[config.mk]
export PLATFORM = sky130hd
export DESIGN_NAME = udc_rr_sched_flat
export DESIGN_NICKNAME = d
export VERILOG_FILES = /design/src/rtl/udc_rr_sched_pkg.sv /design/src/rtl/udc_rr_sched_if.sv /design/src/rtl/udc_rr_sched_arb.sv /design/src/rtl/udc_rr_sched.sv /design/src/flat_wrapper.sv
export SDC_FILE = /design/constraint.sdc
export NUM_CORES = 1
export LEC_CHECK = 0
export ABC_AREA = 1
export BUFFER_PORTS_ARGS = -buffer_cell sky130_fd_sc_hd__buf_4
export CAP_MARGIN = 20
export CORE_ASPECT_RATIO = 0.9
export CORE_MARGIN = 3
export CORE_UTILIZATION = 30
export CTS_BUF_LIST = sky130_fd_sc_hd__clkbuf_2
export CTS_CLUSTER_SIZE = 20
export DETAILED_ROUTE_END_ITERATION = 16
export GPL_ROUTABILITY_DRIVEN = 0
export GPL_TIMING_DRIVEN = 0
export PLACE_DENSITY = 0.52
export SETUP_SLACK_MARGIN = 0.5
export SLEW_MARGIN = 20
export SYNTH_ARGS = -nofsm -noshare
export SYNTH_HDL_FRONTEND = slang
export SYNTH_HIERARCHICAL = 1
export SYNTH_SLANG_ARGS = --single-unit
[constraint.sdc]
create_clock -name clk -period 1.4 [get_ports clk]
set_input_delay 0.14 -clock clk [delete_from_list [all_inputs] [get_ports clk]]
set_output_delay 0.14 -clock clk [all_outputs]
set_load 0.1 [all_outputs]
[src/rtl/udc_rr_sched_pkg.sv]
// Shared types and constants for the udc_rr_sched round-robin up/down counter scheduler.
package udc_pkg;

  typedef enum logic [1:0] {
    IDLE = 2'd0,
    RUN  = 2'd1,
    DONE = 2'd2
  } state_t;

  localparam logic [6:0] SEG_UP  = 7'b0111110;
  localparam logic [6:0] SEG_DN  = 7'b1011110;
  localparam logic [6:0] SEG_OFF = 7'b0000000;

  typedef logic req_idx_t;

  function automatic logic [1:0] idx2oh(input req_idx_t idx);
    return idx ? 2'b10 : 2'b01;
  endfunction

endpackage

[src/rtl/udc_rr_sched_if.sv]
// Requester/display bundle for udc_rr_sched; master = switch/button front end, slave = scheduler.
interface udc_rr_sched_if #(
  parameter int WIDTH = 4,
  parameter int LEN_W = 3
);
  logic [1:0]       req;
  logic [1:0]       dir;
  logic [LEN_W-1:0] len0;
  logic [LEN_W-1:0] len1;
  logic [1:0]       gnt;
  logic             busy;
  logic             done;
  logic [WIDTH-1:0] out;
  logic [6:0]       d7;
  logic             digit;

  modport master (
    output req, dir, len0, len1,
    input  gnt, busy, done, out, d7, digit
  );

  modport slave (
    input  req, dir, len0, len1,
    output gnt, busy, done, out, d7, digit
  );
endinterface

[src/rtl/udc_rr_sched_arb.sv]
// Two-way round-robin picker: combinational winner from req and the registered priority pointer.
module udc_rr_arb
  import udc_pkg::*;
(
  input  logic     clk,
  input  logic     rst,
  input  logic [1:0] req_i,
  input  logic     upd_i,
  input  req_idx_t served_i,
  output logic [1:0] gnt_o,
  output req_idx_t win_o
);

  // prio_q names the requester that wins a tie; the one just served loses the next tie.
  req_idx_t prio_q;

  always_ff @(posedge clk) begin
    if (!rst) begin
      prio_q <= 1'b0;
    end else if (upd_i) begin
      prio_q <= ~served_i;
    end
  end

  always_comb begin
    win_o = prio_q;
    gnt_o = 2'b00;
    case (req_i)
      2'b01:   win_o = 1'b0;
      2'b10:   win_o = 1'b1;
      default: win_o = prio_q;
    endcase
    if (req_i != 2'b00) gnt_o = idx2oh(win_o);
  end

endmodule

[src/rtl/udc_rr_sched.sv]
// Round-robin burst scheduler over a shared up/down counter with 7-segment direction glyph.
// Build option UDC_SAT_EN: counter saturates at the rails instead of wrapping.
module udc_rr_sched
  import udc_pkg::*;
#(
  parameter int WIDTH = 4,
  parameter int LEN_W = 3
) (
  input  logic clk,
  input  logic rst,
  udc_rr_sched_if.slave bus
);

  state_t           state_q;
  req_idx_t         idx_q;
  logic             dir_q;
  logic [LEN_W-1:0] cnt_q;
  logic [WIDTH-1:0] out_q;
  logic [1:0]       gnt_q;
  logic             busy_q;
  logic             done_q;
  logic [6:0]       d7_q;
  logic             digit_q;

  logic [1:0]       arb_gnt;
  req_idx_t         arb_win;
  logic [LEN_W-1:0] len_sel;
  logic             dir_sel;
  logic [WIDTH-1:0] out_d;

  udc_rr_arb u_arb (
    .clk      (clk),
    .rst      (rst),
    .req_i    (bus.req),
    .upd_i    (state_q == DONE),
    .served_i (idx_q),
    .gnt_o    (arb_gnt),
    .win_o    (arb_win)
  );

  assign len_sel = arb_win ? bus.len1 : bus.len0;
  assign dir_sel = arb_win ? bus.dir[1] : bus.dir[0];

  always_comb begin
`ifdef UDC_SAT_EN
    if (dir_q) out_d = (out_q == '1) ? out_q : out_q + 1'b1;
    else       out_d = (out_q == '0) ? out_q : out_q - 1'b1;
`else
    out_d = dir_q ? out_q + 1'b1 : out_q - 1'b1;
`endif
  end

  always_ff @(posedge clk) begin
    if (!rst) begin
      state_q <= IDLE;
      idx_q   <= 1'b0;
      dir_q   <= 1'b0;
      cnt_q   <= '0;
      out_q   <= '0;
      gnt_q   <= 2'b00;
      busy_q  <= 1'b0;
      done_q  <= 1'b0;
      d7_q    <= SEG_OFF;
      digit_q <= 1'b0;
    end else begin
      case (state_q)
        IDLE: begin
          if (bus.req != 2'b00) begin
            idx_q  <= arb_win;
            dir_q  <= dir_sel;
            cnt_q  <= len_sel;
            gnt_q  <= arb_gnt;
            busy_q <= 1'b1;
            // A zero-length request skips RUN and completes immediately.
            if (len_sel != '0) begin
              state_q <= RUN;
              d7_q    <= dir_sel ? SEG_UP : SEG_DN;
              digit_q <= 1'b1;
            end else begin
              state_q <= DONE;
              done_q  <= 1'b1;
              d7_q    <= SEG_OFF;
              digit_q <= 1'b0;
            end
          end
        end
        RUN: begin
          out_q <= out_d;
          cnt_q <= cnt_q - 1'b1;
          if (cnt_q == LEN_W'(1)) begin
            state_q <= DONE;
            done_q  <= 1'b1;
            d7_q    <= SEG_OFF;
            digit_q <= 1'b0;
          end
        end
        DONE: begin
          state_q <= IDLE;
          done_q  <= 1'b0;
          gnt_q   <= 2'b00;
          busy_q  <= 1'b0;
        end
        default: begin
          state_q <= IDLE;
          done_q  <= 1'b0;
          gnt_q   <= 2'b00;
          busy_q  <= 1'b0;
          d7_q    <= SEG_OFF;
          digit_q <= 1'b0;
        end
      endcase
    end
  end

  assign bus.gnt   = gnt_q;
  assign bus.busy  = busy_q;
  assign bus.done  = done_q;
  assign bus.out   = out_q;
  assign bus.d7    = d7_q;
  assign bus.digit = digit_q;

endmodule

[src/flat_wrapper.sv]
// flat-port wrapper written by rule: the top's interface ports become plain ports
module udc_rr_sched_flat import udc_pkg::*;
#(
  parameter int WIDTH = 4,
  parameter int LEN_W = 3
)
  (clk, rst, bus_req, bus_dir, bus_len0, bus_len1, bus_gnt, bus_busy, bus_done, bus_out, bus_d7, bus_digit);
  udc_rr_sched_if #(.WIDTH(WIDTH), .LEN_W(LEN_W)) bus_i ();
  input  logic clk;
  input  logic rst;
  input wire logic [$bits(bus_i.req)-1:0] bus_req;
  input wire logic [$bits(bus_i.dir)-1:0] bus_dir;
  input wire logic [$bits(bus_i.len0)-1:0] bus_len0;
  input wire logic [$bits(bus_i.len1)-1:0] bus_len1;
  output wire logic [$bits(bus_i.gnt)-1:0] bus_gnt;
  output wire logic [$bits(bus_i.busy)-1:0] bus_busy;
  output wire logic [$bits(bus_i.done)-1:0] bus_done;
  output wire logic [$bits(bus_i.out)-1:0] bus_out;
  output wire logic [$bits(bus_i.d7)-1:0] bus_d7;
  output wire logic [$bits(bus_i.digit)-1:0] bus_digit;
  assign bus_i.req = bus_req;
  assign bus_i.dir = bus_dir;
  assign bus_i.len0 = bus_len0;
  assign bus_i.len1 = bus_len1;
  assign bus_gnt = bus_i.gnt;
  assign bus_busy = bus_i.busy;
  assign bus_done = bus_i.done;
  assign bus_out = bus_i.out;
  assign bus_d7 = bus_i.d7;
  assign bus_digit = bus_i.digit;
  udc_rr_sched #(.WIDTH(WIDTH), .LEN_W(LEN_W)) u_core (.clk(clk), .rst(rst), .bus(bus_i));
endmodule
After elaboration in Yosys (flattened, before gate mapping):

Cells that the tools add are included.
W data, S select, Z words.

* word-level logic and storage cells: 63
* register bits after elaboration: 24
* input port bits: 12
* output and inout port bits: 16

* reductions and logical operators: 10
* multiplexer cells: 28
* bitwise gates (word level): 3
* equality and inequality tests: 8
* add/subtract/negate cells: 3

Operators by type and width (count)
* $mux W7: 4
* $pmux W7 S3: 1
* $mux W2: 5
* $mux W1: 8
* $pmux W2 S2: 2
* $reduce_and A2 Y1: 4
* $mux W3: 2
* $pmux W1 S2: 3
* $pmux W3 S2: 1
* $reduce_and A3 Y1: 2
* $add A4 B1 Y4 const B: 1
* $eq A2 B1 Y1 const B: 2
* $eq A2 B2 Y1 const B: 2
* $mux W4: 1
* $ne A2 B1 Y1 const B: 2
* $reduce_bool A2 Y1: 2
* $sub A4 B1 Y4 const B: 1
* $eq A3 B1 Y1 const B: 1
* $not A1 Y1: 3
* $pmux W1 S3: 1
* $reduce_bool A3 Y1: 1
* $sub A3 B1 Y3 const B: 1
* $logic_not A2 Y1: 1
* $ne A2 B2 Y1 const B: 1

Depth between registers and ports, before layout:

Gate-level depths: netlist of run 1.

* depth in word-level cells: 7
* gate-level depth with buffers: 12

Hierarchy:

The synthesis of run 1 kept the hierarchy.

Modules (own cells, without submodules)
* udc_rr_sched: times used 1, cells each 136, area an instance 977.2 sq um
* udc_rr_arb: times used 1, cells each 20, area an instance 118.9 sq um

Worst setup path before layout of run 1:

OpenSTA, ideal clock, no wires.

* path type: reg2reg
* start point: register u_core.out_q[2], in the netlist u_core/bus.out[2]
* end point: register u_core.out_q[3], in the netlist u_core/bus.out[3]
* slack: -0.579 ns
* arrival: 1.908 ns
* stages on the path, launching flop included: 8
* clock period less this slack: 1.979 ns
* required time: 1.328 ns
* cell sequence: dfxtp_1 ha_1 or2_2 nand2_1 nand2_1 nand2_1 nand2_1 a21oi_1

* longest elaborated chain between the ends: 2

RTL lines
* start: declaration: line udc_rr_sched.sv:18 `logic [WIDTH-1:0] out_q;`
* start signal: assignment: line udc_rr_sched.sv:88 `out_q <= out_d;`
* $sub A4 B1 Y4 / $add A4 B1 Y4 (equally long branches): line udc_rr_sched.sv:49 `out_d = dir_q ? out_q + 1'b1 : out_q - 1'b1;`
* $mux W4 *: line udc_rr_sched.sv:49

Mark *: on every way between the ends. The rest lies on a longest branch, timed or not.
A chain may end at the register's enable or synchronous reset.

Worst setup path in the final report of run 1:

* start point: register u_core.state_q[1]
* end point: register u_core.d7_q[6], in the netlist u_core/bus.d7[6]

* longest elaborated chain between the ends: 3

RTL lines
* start: declaration: line udc_rr_sched.sv:14 `state_t state_q;`
* start signal: assignment: line udc_rr_sched.sv:55 `state_q <= IDLE;`
* start signal: assignment: line udc_rr_sched.sv:76 `state_q <= RUN;`
* start signal: assignment: line udc_rr_sched.sv:80 `state_q <= DONE;`
* $eq A2 B1 Y1, or another cell as far along: line udc_rr_sched.sv:66 `case (state_q)`
* $ne A2 B1 Y1 (no source line) / $not A1 Y1 (equally long branches)
* $reduce_and A3 Y1 (no source line)
* end signal: assignment: line udc_rr_sched.sv:77 `d7_q <= dir_sel ? SEG_UP : SEG_DN;`
* end: declaration: line udc_rr_sched.sv:22 `logic [6:0] d7_q;`

Several ways; a longest one is shown, not always the timed one.

==> metrics.yaml, run 1 <==
required_ns: 1.68
path_clk_slew_ns: 0.21
routed_via_density: 4.50
numPortBuffers: 26
drv_cap: 0
worstSkewPairLatency_ns: 0.33
finalSetupViolations: 0
fin_skew_ns: 0.00995
chipWidth_um: 69.7
synth_area_um2: 1100
fillers: 284
synth_edf_count: 0
cp_top_family: "simple AND/OR/NAND/NOR gates"
hp-class: "primary input to register"
synth_cells: 156
first_global_vias: 1187
synthTopCellsByArea: "dfxtp_1 (35%), nand2_1 (13%), inv_1 (7.5%), ha_1 (6.8%), a21oi_1 (5.5%)"
yosysMostFrequentCell: "nand2_1"
io_pins: 28
rrSetupSlack_ns: 0.15
cts-root-buf: "clkbuf_2"
tritoncts: "done"
cp_max_fo: 4
cts_buffers: 3
initial_core_util_pct: 31.7
grt-ovfl-total: 0
grt_pass1_wl_um: 5070
async_flop_share_pct: 0
path_class: "register to register"
place_hpwl_um: 1990
syn_to_final_growth_pct: 99.3
final_area_um2: 2180
pre_cts_ws_ns: -0.178
synth_area_per_cell_um2: 7.03
drive_gt1_share_pct: 65.1
ys_seq_area_share_pct: 34.7
path_common_cell: "nand2_2"
fmax_mhz: 803
crit_chain: "nor2_4 -> nand2_2 -> nand2_4 -> inv_4 -> o21ai_4 -> nand2_2 -> a21oi_2"
status: "complete, no violations"
grt_max_degree: 12
die-area_um2: 4420
drv_slew: 0
synth_top_area_share_pct: 34.7
path_buf_inv: 1
wl_per_cell_um: 11.7
drtAntennaViolNets: 0
end_kind: "register"
min_period_ns: 1.25
drt_iter0_markers: 21
fin_cells: 262
nNetsFinal: 238
antenna_found_initial: 0
finalWorstSetupSlack_ns: 0.155
cts_sinks: 19
grt.total_usage_pct: 14.1
htree_levels: 1
placed_area_um2: 1510
routed_wl_um: 3060
synth_warnings: 6
synth_area_leader_cell: "dfxtp_1"
num_vias: 1180
die_y_um: 63.3
critPathArrivalTime_ns: 1.52
synthTopCellsByCount: "nand2_1 (38), inv_1 (22), dfxtp_1 (19)"
rsz0062_at_grt: "true"
design.core.area_um2: 3450
synthFlopType: "dfxtp_1"
critPathLaunchType: "register"
ys_seq_elements: 19
syn-num-nets: 175
synth.distinct_cells: 26
diodes: 0
remaining_drc_errors: 0
dr.pass1.iters: 4
finalHoldViolCount: 0
slowest_delay_ns: 0.43
dp.cells: 226
post-route-period-util_pct: 88.9
cts.path.max_buffers: 2
worst_path_max_delay_cell: "dfxtp_4"
num_rows: 20
[registers in the layout, summed over array words and instances, names as in the netlist]
signal / flops
u_core/bus.busy: 1
u_core/state_q: 2
u_core/dir_q: 1
u_core/bus.d7: 3
u_core/bus.gnt: 2
u_core/u_arb/prio_q: 1
u_core/cnt_q: 3
u_core/bus.done: 1
u_core/bus.out: 4
u_core/idx_q: 1
[cells by family after synthesis]
logic type / Yosys count / synth area share [%]
other: 1 / 0.342
adder cells (fa/ha/maj): 7 / 8.68
flip-flops: 19 / 34.7
XOR/XNOR: 3 / 2.40
buffers and inverters: 34 / 13.5
AO/OA/AOI/OAI: 25 / 12.6
AND/OR/NAND/NOR: 67 / 27.9
[tightest hold or removal path, stage by stage]
cell and delay (ns):
buf_4 0.08, o21ai_2 0.05, nand4_1 0.09, a21oi_2 0.05
[repair_timing]
item,CTS,global route
setup buffers,19,11
hold buffers,0,1
pin swaps,28,21
cloned,1,0
setup endpoints to repair,34,34
endpoints found under the hold margin,0,1
resized for setup,77,31
[cell type report]
class	instances	area (um2)	area share, %
well taps	44	55.1	2.52
clock buffers	3	15.0	0.687
clock inverters	1	5.00	0.229
plain buffers	6	92.6	4.24
multi-input cells	104	810	37.1
repair buffers	57	636	29.1
flip-flops and latches	19	424	19.4
inverters	28	148	6.76
[worst paths after layout]
check,end,cells after the start,startpoint
setup / recovery,u_core/bus.d7[6],7,u_core/state_q[1]
hold / removal,u_core/bus.d7[6],4,bus_dir[0]
setup reg to reg,u_core/bus.d7[6],7,u_core/state_q[1]
hold reg to reg,u_core/bus.done,2,u_core/bus.done
[routing by layer]
layer / wire [um] / vias to the layer above / GRT usage [%]
met5: 0 / - / 0
met4: 36 / 0 / 5.02
met3: 125 / 8 / 3.67
met2: 1630 / 23 / 24.8
met1: 1270 / 541 / 16.6
li1: - / 608 / -
[per-stage QoR]
| stage | utilization, % | TNS [ns] | hold WS, ns |
|---|---|---|---|
| after global placement | 43.8 | -0.518 | 0.394 |
| after global routing | 63.3 | 0 | 0.0909 |
| after detailed placement | 43.8 | -0.574 | 0.383 |
| after floorplan | - | 0 | 0.260 |
| after CTS | 57.3 | 0 | 0.0245 |
| final | 63.3 | 0 | 0.0973 |
[cell usage in the layout, fill, tap and decap left out, types with 7 or more instances in the layout]
cell / instances
buf_4: 35
nand2_1: 20
buf_12: 18
nand2_2: 17
inv_1: 15
a21oi_1: 9
dfxtp_4: 9
buf_6: 8
inv_4: 8
dfxtp_2: 8
nor2_1: 7
Power of run 1 is left out: the tool's default activity adds up to more than one toggle a clock period on the data nets, which glitch-free logic cannot reach.
==> run 2, diff against run 1 <==
--- a/config.mk
+++ b/config.mk
@@ -6,7 +6,7 @@
 export NUM_CORES = 1
 export LEC_CHECK = 0
 export ABC_AREA = 1
-export BUFFER_PORTS_ARGS = -buffer_cell sky130_fd_sc_hd__buf_4
+export BUFFER_PORTS_ARGS = -buffer_cell sky130_fd_sc_hd__buf_2
 export CAP_MARGIN = 20
 export CORE_ASPECT_RATIO = 0.9
 export CORE_MARGIN = 3
@@ -16,10 +16,10 @@
 export DETAILED_ROUTE_END_ITERATION = 16
 export GPL_ROUTABILITY_DRIVEN = 0
 export GPL_TIMING_DRIVEN = 0
-export PLACE_DENSITY = 0.52
 export SETUP_SLACK_MARGIN = 0.5
 export SLEW_MARGIN = 20
 export SYNTH_ARGS = -nofsm -noshare
 export SYNTH_HDL_FRONTEND = slang
 export SYNTH_HIERARCHICAL = 1
 export SYNTH_SLANG_ARGS = --single-unit
+export TNS_END_PERCENT = 20
==> metrics.yaml, run 2 (synthesis gave the netlist of run 1 again) <==
status: "complete, no violations"  # unchanged
fin_hold_ws_ns: 0.148  # was 0.0973 ns
drtAntennaViolNets: 0  # unchanged
routed_via_density: 4.39  # was 4.50
crit_chain: "inv_4 -> ha_4 -> or2_4 -> nand2_2 -> nand2_1 -> nand2_1 -> nand2_1 -> a21oi_1"  # was nor2_4 -> nand2_2 -> nand2_4 -> inv_4 -> o21ai_4 -> nand2_2 -> a21oi_2
drive_gt1_share_pct: 47.0  # was 65.1%
antenna_found_initial: 0  # unchanged
path_class: "register to register"  # unchanged
hp-class: "primary input to register"  # unchanged
place_hpwl_um: 1800  # was 1990 um
htree_levels: 1  # unchanged
routed_wl_um: 2530  # was 3060 um
die-area_um2: 4420  # unchanged
diodes: 0  # unchanged
grt-ovfl-total: 0  # unchanged
finalSetupViolations: 0  # unchanged
end_kind: "register"  # unchanged
cts_sinks: 19  # unchanged
rrSetupSlack_ns: 0.16  # was 0.15 ns
drt_iter0_markers: 35  # was 21
io_pins: 28  # unchanged
worstSkewPairLatency_ns: 0.31  # was 0.33 ns
syn_to_final_growth_pct: 55.0  # was 99.3%
critPathLaunchType: "register"  # unchanged
path_buf_inv: 1  # unchanged
final_common_cell: "nand2_1"  # was buf_4
hold_depth: 4  # unchanged
initial_core_util_pct: 31.7  # unchanged
rr_endpoint: "u_core/bus.out[3]"  # was u_core/bus.d7[6]
final_cell_mix: "nand2_1 (32), buf_4 (26), inv_1 (18), a21oi_1 (12), buf_2 (11)"  # was buf_4 (35), nand2_1 (20), buf_12 (18), nand2_2 (17), inv_1 (15)
cts.path.max_buffers: 2  # unchanged
cts_buffers: 3  # unchanged
nNetsFinal: 222  # was 238
grt_pass1_wl_um: 4310  # was 5070 um
wl_per_cell_um: 10.3  # was 11.7 um
chipWidth_um: 69.7  # unchanged
tritoncts: "done"  # unchanged
min_period_ns: 1.24  # was 1.25 ns
required_ns: 1.66  # was 1.68 ns
num_rows: 20  # unchanged
rsz0062_at_grt: "true"  # unchanged
slowest_delay_ns: 0.39  # was 0.43 ns
crit_start: "u_core/dir_q"  # was u_core/state_q[1]
fillers: 342  # was 284
dr.pass1.iters: 4  # unchanged
fin_skew_ns: 0.00106  # was 0.00995 ns
cp.depth: 8  # was 7
drv_slew: 0  # unchanged
finalHoldViolCount: 0  # unchanged
critPathArrivalTime_ns: 1.50  # was 1.52 ns
worst_path_max_delay_cell: "dfxtp_2"  # was dfxtp_4
grt_max_degree: 12  # unchanged
die_y_um: 63.3  # unchanged
rr_worst_depth: 8  # was 7
cp_top_family: "simple AND/OR/NAND/NOR gates"  # unchanged
drv_cap: 0  # unchanged
remaining_drc_errors: 0  # unchanged
grt.total_usage_pct: 12.2  # was 14.1%
critPathCapture: "u_core/bus.out[3]"  # was u_core/bus.d7[6]
post-route-period-util_pct: 88.6  # was 88.9%
utilization_pct: 49.2  # was 63.3%
largest_reg_flops: 4  # unchanged
num_vias: 1081  # was 1,180
path_common_cell: "nand2_1"  # was nand2_2
numPortBuffers: 26  # unchanged
regToRegStartpoint: "u_core/dir_q"  # was u_core/state_q[1]
fmax_mhz: 806  # was 803 MHz
first_global_vias: 1028  # was 1,187
cts-root-buf: "clkbuf_2"  # unchanged
final_area_um2: 1700  # was 2180 um2
path_clk_slew_ns: 0.18  # was 0.21 ns
placed_area_um2: 1350  # was 1510 um2
tns_ns: 0  # unchanged
design.core.area_um2: 3450  # unchanged
cp_max_fo: 4  # unchanged
-- run 2: cell types whose count changed in the layout (fill, tap and decap cells not counted), sizes merged --
cell    delta
buf       -17
clkbuf     +1
-- run 2: worst min path at each step --
stage | startpoint | to | slack (ns)
2_1_floorplan | rst | u_core/u_arb/prio_q | 0.26
6_report | bus_dir[0] | u_core/bus.d7[6] | 0.15
4_1_cts | rst | u_core/u_arb/prio_q | 0.008
3_5_place_dp | rst | u_core/u_arb/prio_q | 0.39
3_3_place_gp | rst | u_core/u_arb/prio_q | 0.39
5_1_grt | bus_dir[0] | u_core/bus.d7[6] | 0.12
-- run 2: metrics by stage --
| step | instances | worst slack, ns |
|---|---|---|
| after floorplan | 156 | 0.0368 |
| after global placement | 226 | -0.284 |
| after detailed placement | 226 | -0.296 |
| after CTS | 238 | 0.138 |
| after global routing | 246 | 0.0480 |
| final | 246 | 0.160 |
-- run 2: repair_timing --
| item | CTS | global route |
|---|---|---|
| pin swaps | 9 | 11 |
| gates resized for setup | 47 | 16 |
| setup buffers | 8 | 6 |
| hold buffers | 0 | 1 |
| endpoints found under the setup margin | 34 | 34 |
| hold endpoints to repair | 0 | 1 |
| gates cloned | 0 | 1 |
-- run 2: final cells by class --
type	count	area, um2	share of cell area, %
Sequential cell	19	409	24.1
Clock inverter	1	5.00	0.295
Clock buffer	3	15.0	0.884
Multi-Input combinational cell	104	681	40.1
Tap cell	44	55.1	3.24
Buffer	6	83.8	4.93
Inverter	28	115	6.77
Timing Repair Buffer	41	335	19.7
-- run 2: worst reg2reg max path, delay by kind of cell, from the launching register on --
family / cells / cell delay, ns
AND/OR/NAND/NOR: 5 / 0.42
buffers and inverters: 1 / 0.06
adder cells (fa/ha/maj): 1 / 0.21
AO/OA/AOI/OAI: 1 / 0.10
flip-flops: 1 / 0.39
-- run 2: routing by layer --
layer  wire length (um)  global-route usage (%)  part of all wire [%]
met2               1280                    22.5                    50
met3                111                    3.51                   4.4
met4                 38                    4.31                   1.5
met1               1100                    13.2                    44
met5                  0                       0                     0
Power of run 2 is left out for the same reason.
